File: src/rtl/param_serial_subtractor.sv
// Bit-serial A - B subtractor, one bit per clock LSB first, start/busy/done handshake.
// Optional SERIAL_SUB_SIGNED_OVF_EN adds a signed-overflow output (ovf).
module param_serial_subtractor #(
  parameter int unsigned WIDTH = 8
) (
  input  logic             clk,
  input  logic             rst_n,
  input  logic             start,
  input  logic [WIDTH-1:0] A,
  input  logic [WIDTH-1:0] B,
  output logic             busy,
  output logic             done,
  output logic [WIDTH:0]   result,
  output logic             borrow
`ifdef SERIAL_SUB_SIGNED_OVF_EN
  ,
  output logic             ovf
`endif
);

  localparam int unsigned CNT_W = (WIDTH > 1) ? $clog2(WIDTH) : 1;

  typedef enum logic [1:0] {
    S_IDLE  = 2'd0,
    S_SHIFT = 2'd1,
    S_DONE  = 2'd2
  } state_t;

  state_t             state_q, state_d;
  logic [WIDTH-1:0]   a_sr_q, a_sr_d;
  logic [WIDTH-1:0]   b_sr_q, b_sr_d;
  logic [WIDTH-1:0]   acc_q, acc_d;
  logic [CNT_W-1:0]   cnt_q, cnt_d;
  logic               br_q, br_d;
  logic               busy_q, busy_d;
  logic               done_q, done_d;
  logic [WIDTH:0]     result_q, result_d;
  logic               borrow_q, borrow_d;
  logic               diff_bit;
  logic               br_nxt;
`ifdef SERIAL_SUB_SIGNED_OVF_EN
  logic               a_msb_q, a_msb_d;
  logic               b_msb_q, b_msb_d;
  logic               ovf_q, ovf_d;
`endif

  // Full-subtractor cell on the current LSBs
  assign diff_bit = a_sr_q[0] ^ b_sr_q[0] ^ br_q;
  assign br_nxt   = (~a_sr_q[0] & b_sr_q[0]) | (~(a_sr_q[0] ^ b_sr_q[0]) & br_q);

  always_ff @(posedge clk) begin
    if (!rst_n) begin
      state_q  <= S_IDLE;
      a_sr_q   <= '0;
      b_sr_q   <= '0;
      acc_q    <= '0;
      cnt_q    <= '0;
      br_q     <= 1'b0;
      busy_q   <= 1'b0;
      done_q   <= 1'b0;
      result_q <= '0;
      borrow_q <= 1'b0;
`ifdef SERIAL_SUB_SIGNED_OVF_EN
      a_msb_q  <= 1'b0;
      b_msb_q  <= 1'b0;
      ovf_q    <= 1'b0;
`endif
    end else begin
      state_q  <= state_d;
      a_sr_q   <= a_sr_d;
      b_sr_q   <= b_sr_d;
      acc_q    <= acc_d;
      cnt_q    <= cnt_d;
      br_q     <= br_d;
      busy_q   <= busy_d;
      done_q   <= done_d;
      result_q <= result_d;
      borrow_q <= borrow_d;
`ifdef SERIAL_SUB_SIGNED_OVF_EN
      a_msb_q  <= a_msb_d;
      b_msb_q  <= b_msb_d;
      ovf_q    <= ovf_d;
`endif
    end
  end

  always_comb begin
    state_d  = state_q;
    a_sr_d   = a_sr_q;
    b_sr_d   = b_sr_q;
    acc_d    = acc_q;
    cnt_d    = cnt_q;
    br_d     = br_q;
    busy_d   = 1'b0;
    done_d   = 1'b0;
    result_d = result_q;
    borrow_d = borrow_q;
`ifdef SERIAL_SUB_SIGNED_OVF_EN
    a_msb_d  = a_msb_q;
    b_msb_d  = b_msb_q;
    ovf_d    = ovf_q;
`endif
    case (state_q)
      S_IDLE: begin
        if (start) begin
          a_sr_d  = A;
          b_sr_d  = B;
          acc_d   = '0;
          cnt_d   = '0;
          br_d    = 1'b0;
          busy_d  = 1'b1;
          state_d = S_SHIFT;
`ifdef SERIAL_SUB_SIGNED_OVF_EN
          a_msb_d = A[WIDTH-1];
          b_msb_d = B[WIDTH-1];
`endif
        end
      end
      S_SHIFT: begin
        busy_d = 1'b1;
        acc_d  = {diff_bit, acc_q[WIDTH-1:1]};
        a_sr_d = a_sr_q >> 1;
        b_sr_d = b_sr_q >> 1;
        br_d   = br_nxt;
        cnt_d  = cnt_q + CNT_W'(1);
        if (cnt_q == CNT_W'(WIDTH - 1)) begin
          state_d = S_DONE;
        end
      end
      S_DONE: begin
        // Publish the completed difference; done/busy show it the following cycle
        busy_d   = 1'b1;
        done_d   = 1'b1;
        result_d = {br_q, acc_q};
        borrow_d = br_q;
`ifdef SERIAL_SUB_SIGNED_OVF_EN
        ovf_d    = (a_msb_q != b_msb_q) && (acc_q[WIDTH-1] != a_msb_q);
`endif
        state_d  = S_IDLE;
      end
      default: begin
        state_d = S_IDLE;
      end
    endcase
  end

  assign busy   = busy_q;
  assign done   = done_q;
  assign result = result_q;
  assign borrow = borrow_q;
`ifdef SERIAL_SUB_SIGNED_OVF_EN
  assign ovf    = ovf_q;
`endif

endmodule
File: config.mk
export PLATFORM = sky130hd
export DESIGN_NAME = param_serial_subtractor
export DESIGN_NICKNAME = d
export VERILOG_FILES = /design/src/rtl/param_serial_subtractor.sv
export SDC_FILE = /design/constraint.sdc
export NUM_CORES = 1
export LEC_CHECK = 0
export CAP_MARGIN = 20
export CORE_MARGIN = 2
export CORE_UTILIZATION = 40
export CTS_BUF_LIST = sky130_fd_sc_hd__clkbuf_2
export CTS_CLUSTER_SIZE = 8
export DETAILED_ROUTE_END_ITERATION = 7
export MAX_ROUTING_LAYER = met4
export PLACE_DENSITY = 0.6
export SLEW_MARGIN = 20
export SYNTH_ARGS = -nofsm -noshare
export SYNTH_HDL_FRONTEND = slang
export SYNTH_SLANG_ARGS = --single-unit
File: constraint.sdc
create_clock -name clk -period 1.7 [get_ports clk]
set_input_delay 0.425 -clock clk [delete_from_list [all_inputs] [get_ports clk]]
set_output_delay 0.425 -clock clk [all_outputs]
set_load 0.02 [all_outputs]
## After elaboration in Yosys (flattened, before gate mapping)

Index checks and enable logic that the tools add are counted.

| cells by class | value |
|---|---|
| $add $sub $neg | 1 |
| multiply operators | 0 |
| divide/modulo/power cells | 0 |
| order comparisons | 0 |
| equal/unequal tests | 5 |
| shifts and indexed selects | 0 |
| mux-type cells | 16 |
| bitwise gates (word level) | 7 |
| reduce and logical (&&, ||, !) cells | 5 |

Operator list:

| cell | count |
|---|---|
| $pmux W8 S2 | 3 |
| $mux W8 | 3 |
| $pmux W3 S2 | 1 |
| $mux W2 | 2 |
| $ne A2 B2 Y1 const B | 2 |
| $pmux W1 S2 | 2 |
| $pmux W2 S2 | 1 |
| $reduce_and A2 Y1 | 2 |
| $add A3 B1 Y3 const B | 1 |
| $eq A3 B3 Y1 const B | 1 |
| $mux W1 | 3 |
| $mux W3 | 1 |
| $and A1 B1 Y1 | 2 |
| $eq A2 B1 Y1 const B | 1 |
| $eq A2 B2 Y1 const B | 1 |
| $logic_not A2 Y1 | 1 |
| $not A1 Y1 | 2 |
| $reduce_bool A2 Y1 | 1 |
| $reduce_or A2 Y1 | 1 |
| $xor A1 B1 Y1 | 2 |
| $or A1 B1 Y1 | 1 |

| word-level totals | value |
|---|---|
| register bits after elaboration | 42 |
| latch bits | 0 |
| memory bits (writable) | 0 |
| bits in read-only memories | 0 |
| input bits | 19 |
| output and inout port bits | 12 |
| logic and storage cells | 44 |
| memories kept | 0 |

## Depth between registers and ports, before layout

Gate-level depths: netlist of run 1.

| logic depth | value |
|---|---|
| depth after elaboration | 5 |
| mapped depth | 7 |
| gate-level depth less buffers | 5 |

## Worst setup path before layout of run 1

No wires, ideal clock.

| timing | value |
|---|---|
| path kind | register to register |
| start | register state_q[1] |
| end | register a_sr_q[1] |
| data arrival time | 1.332 ns |
| data required time | 1.561 ns |
| path slack | 0.229 ns |
| stages on the path, launching flop included | 8 |
| path buffers | 2 |
| cell sequence | dfxtp_1 > inv_1 > ha_1 > buf_6 > mux2_4 > buf_6 > nor2_1 > a211oi_2 |

| on the way | value |
|---|---|
| word-level cells in the longest chain between the ends | 3 |
| elaborated cells on any way between the ends | 6 |
| classes of those cells | 2 x eq/ne; 1 x mux; 3 x reduce/logical |

RTL lines:

| what | line | text |
|---|---|---|
| start: declaration | 29 | `state_t state_q, state_d;` |
| start signal: assignment | 69 | `state_q <= state_d;` |
| $eq A2 B1 Y1 / $logic_not A2 Y1 (equally long branches) | 103 | `case (state_q)` |
| $reduce_bool A2 Y1 (no line) / $ne A2 B2 Y1 (equally long branches) | n/a |  |
| $reduce_and A2 Y1 (no line) | n/a |  |
| end signal: assignment | 70 | `a_sr_q <= a_sr_d;` |
| end: declaration | 30 | `logic [WIDTH-1:0] a_sr_q, a_sr_d;` |

Parallel ways exist; a longest one is shown, timed or not.
A chain may end at the register's enable or synchronous reset.

## Worst setup path in the final report of run 1

| timing | value |
|---|---|
| start | register state_q[0] |
| end | register b_sr_q[7] |

| on the way | value |
|---|---|
| word-level cells in the longest chain between the ends | 3 |
| elaborated cells on any way between the ends | 6 |
| classes of those cells | 2 x eq/ne; 1 x mux; 3 x reduce/logical |

RTL lines:

| what | line | text |
|---|---|---|
| $eq A2 B1 Y1 / $logic_not A2 Y1 (equally long branches) | 103 |  |
| $reduce_bool A2 Y1 (no line) / $ne A2 B2 Y1 (equally long branches) | n/a |  |
| $reduce_and A2 Y1 (no line) | n/a |  |
| end signal: assignment | 71 | `b_sr_q <= b_sr_d;` |
| end: declaration | 31 | `logic [WIDTH-1:0] b_sr_q, b_sr_d;` |

Parallel ways exist; a longest one is shown, timed or not.

==> flow_summary.json, run 1 <==
{
  "detailed_place_hpwl_um": 2562,
  "finalNonFillerCells": 273,
  "setup_viol": 0,
  "sequential_cell_area_um2": 820.8,
  "number_of_top_level_design_ports": 31,
  "route.antenna.remaining_nets": 0,
  "worstSetupEndpointType": "register",
  "cts.sinks": 41,
  "drive_above_1_share_pct": 15.07,
  "arrival_ps": 1950,
  "syn_area_um2": 1889,
  "ctsLongestPathBuffers": 2,
  "die-height_um": 72.73,
  "fmax_ghz": 0.6207,
  "numPlacedInstances": 263,
  "rsz0062_at_grt": "no",
  "first_pass_iters": 4,
  "startpoint_type": "register",
  "post-synth-top-area-cell": "dfxtp_1",
  "yosys_register_bits": 41,
  "die_width_um": 72.73,
  "layout.cells.most_common_list": "dfxtp_1, nor2_1, mux2i_1, clkdlybuf4s50_1, a21oi_1",
  "drt_wl_total_um": 3897,
  "io_buffers": 30,
  "multiInputGateArea_um2": 983.4,
  "insertion_delay_of_the_later_clocked_pin_in_the_worst_skew_pair_ps": 420,
  "finalWeightedCongestion": 0.7550,
  "outcome": "finished clean",
  "cts_tree": "yes",
  "numCtsBuffers": 5,
  "power.static_leakage_nw": 0.8922,
  "ys_seq_area_share_pct": 43.44,
  "final_net_count": 245,
  "placeableCoreArea_um2": 4629,
  "hold_path_class": "reg -> reg",
  "initial_antenna_violation_count": 0,
  "core.rowCount": 25,
  "all_layer_gr_usage_pct": 14.88,
  "grt_pass1_wl_um": 5865,
  "detail_route.wl_per_cell_um": 14.27,
  "maxSlewHeadroom_pct": 58.38,
  "mappedNetlistNets": 215,
  "initial_core_utilization_pct": 40.81,
  "first_global_vias": 1356,
  "clock-root-buffer": "clkbuf_2",
  "slew_viol_final": 0,
  "synth_cell_type_count": 25,
  "layout_commonest_cell": "dfxtp_1",
  "area_fraction_of_the_dominant_cell_type_after_synthesis_pct": 43.44,
  "fraction_of_power_consumed_by_combinational_cells_pct": 26.0,
  "timing.setup.critical_path_class": "reg -> reg",
  "yosys_synthesis_warning_count": 0,
  "timing.final.crit_share_pct": 94.77,
  "critPathRequiredTime_ps": 2040,
  "route.vias.total": 1418,
  "vias_per_cell": 5.194,
  "pwr_density_cell_nw_per_um2": 968.7,
  "final.fill_count": 445,
  "clock_transition_at_path_regs_ps": 220,
  "switchingPower_uw": 682.9,
  "globalRouteOverflowTotal": 0,
  "tightest_slew_ps": 624.3,
  "area_growth_syn_to_layout_pct": 21.79,
  "max-cap-violations": 0,
  "swShare_pct": 30.64,
  "die_area_um2": 5289,
  "p_clk_share_pct": 25.6,
  "drc": 0,
  "fin_setup_tns_ps": 0,
  "finalWorstPathRequiredPeriod_ps": 1611,
  "synth_area_leaders": "dfxtp_1, mux2i_1, a211oi_2",
  "ir_worst_vdd_mv": 0.4694,
  "drt-initial-drc-count": 55,
  "path_max_fanout": 11,
  "internal-power_mw": 1.546,
  "ctsHtreeMaxLevel": 2,
  "total_design_power_mw": 2.229,
  "syn_avg_cell_area_um2": 10.05,
  "cts_post_setup_buffers_inserted": 0,
  "final-hold-violation-count": 0,
  "postSynthCellCount": 188,
  "n_antenna_cell": 0,
  "sequential_fraction_of_design_power_pct": 48.4,
  "final.setup_skew_ps": 35.39,
  "grt_max_degree": 40,
  "fin_util_pct": 49.70
}
## sequential cells by signal, indices dropped and copies added (netlist names)
register / cells
state_q: 2
busy: 1
b_sr_q: 8
br_q: 1
result: 9
cnt_q: 3
done: 1
a_sr_q: 8
acc_q: 8
## cell usage after synthesis
| cell type | count |
|---|---|
| mux2i_1 | 25 |
| nand2b_1 | 2 |
| and2_1 | 1 |
| or2_2 | 2 |
| clkbuf_1 | 3 |
| buf_6 | 4 |
| o21ai_0 | 4 |
| a211oi_2 | 14 |
| mux2i_4 | 1 |
| nand3b_1 | 1 |
| inv_1 | 5 |
| nor2b_1 | 2 |
| dfxtp_1 | 41 |
| nor3_1 | 1 |
| a32oi_1 | 4 |
| a21oi_1 | 15 |
| buf_2 | 5 |
| and2b_1 | 1 |
| nand3_1 | 10 |
| fa_1 | 1 |
| buf_4 | 3 |
| nand2_1 | 8 |
| nor2_1 | 27 |
| ha_1 | 7 |
| mux2_4 | 1 |
## critical path, cell delays in order (launching register included)
cell and delay, ps:
dfxtp_1 450, inv_1 90, ha_1 280, buf_6 180
and2b_1 220, o21ai_0 200, a21oi_1 90
## path summary, 6_finish.rpt
kind / startpoint / endpoint / slack (ps) / cells after the start
worst min-delay path: acc_q[0] / acc_q[0] / 470 / 2
worst max-delay path: state_q[0] / b_sr_q[7] / 90 / 6
worst min register to register: acc_q[0] / acc_q[0] / 470 / 2
worst max register to register: state_q[0] / b_sr_q[7] / 90 / 6
## per-stage QoR
| step | setup WS, ps | hold slack, ps | instance area [um^2] |
|---|---|---|---|
| detailed placement | -165.9 | 448.3 | 2211 |
| finish | 88.91 | 469.2 | 2301 |
| floorplan | 228.8 | 431.6 | 1889 |
| global placement | -68.28 | 442.6 | 2211 |
| CTS | 10.36 | 469.5 | 2260 |
| global route | 25.07 | 488.0 | 2301 |
## final cells by class
type / count / share of cell area [%]
clock buffer: 6 / 1.305
clock inverter: 2 / 1.468
tap: 54 / 2.936
timing repair buffer: 36 / 15.06
multi-input combinational: 129 / 42.74
sequential: 41 / 35.67
inverter: 5 / 0.8157
## logic make-up (layout without fill, tap and decap cells)
family	Yosys count	in the layout	share of synthesized area [%]
multiplexers	27	29	15.23
flip-flops	41	41	43.44
AND/OR/NAND/NOR	55	55	12.98
AO/OA/AOI/OAI	37	37	16.16
buffers and inverters	20	49	6.490
adder cells (fa/ha/maj)	8	8	5.695
## what timing repair did
item                                    CTS  global route
endpoints found under the setup margin   12            22
gates cloned                              0             2
pin swaps                                 0             0
resized for setup                        12             3
hold buffers                              0             0
## power groups by stage
stage	registers, mW	logic, mW	clock network, mW
finish	1.08	0.580	0.570
global route	1.09	0.632	0.635
CTS	1.08	0.541	0.584
detailed placement	1.10	0.543	0
global placement	1.10	0.520	0
floorplan	1.10	0.429	0
## per-layer routing
metal,track usage [%],part of all wire [%],vias up
li1,-,-,721
met1,16.72,44,670
met2,24.65,51,21
met3,4.696,4.0,6
met4,5.761,1.6,0
met5,-,0,-
(Power assumes the default switching activity.)
==> inputs of run 2 (changes only) <==
--- a/config.mk
+++ b/config.mk
@@ -9,6 +9,7 @@
 export CORE_MARGIN = 2
 export CORE_UTILIZATION = 40
 export CTS_BUF_LIST = sky130_fd_sc_hd__clkbuf_2
+export CTS_CLUSTER_DIAMETER = 100
 export CTS_CLUSTER_SIZE = 8
 export DETAILED_ROUTE_END_ITERATION = 7
 export MAX_ROUTING_LAYER = met4
==> results of run 2 <==
Same layout as run 1: the final DEF is identical, and so are final timing and power.
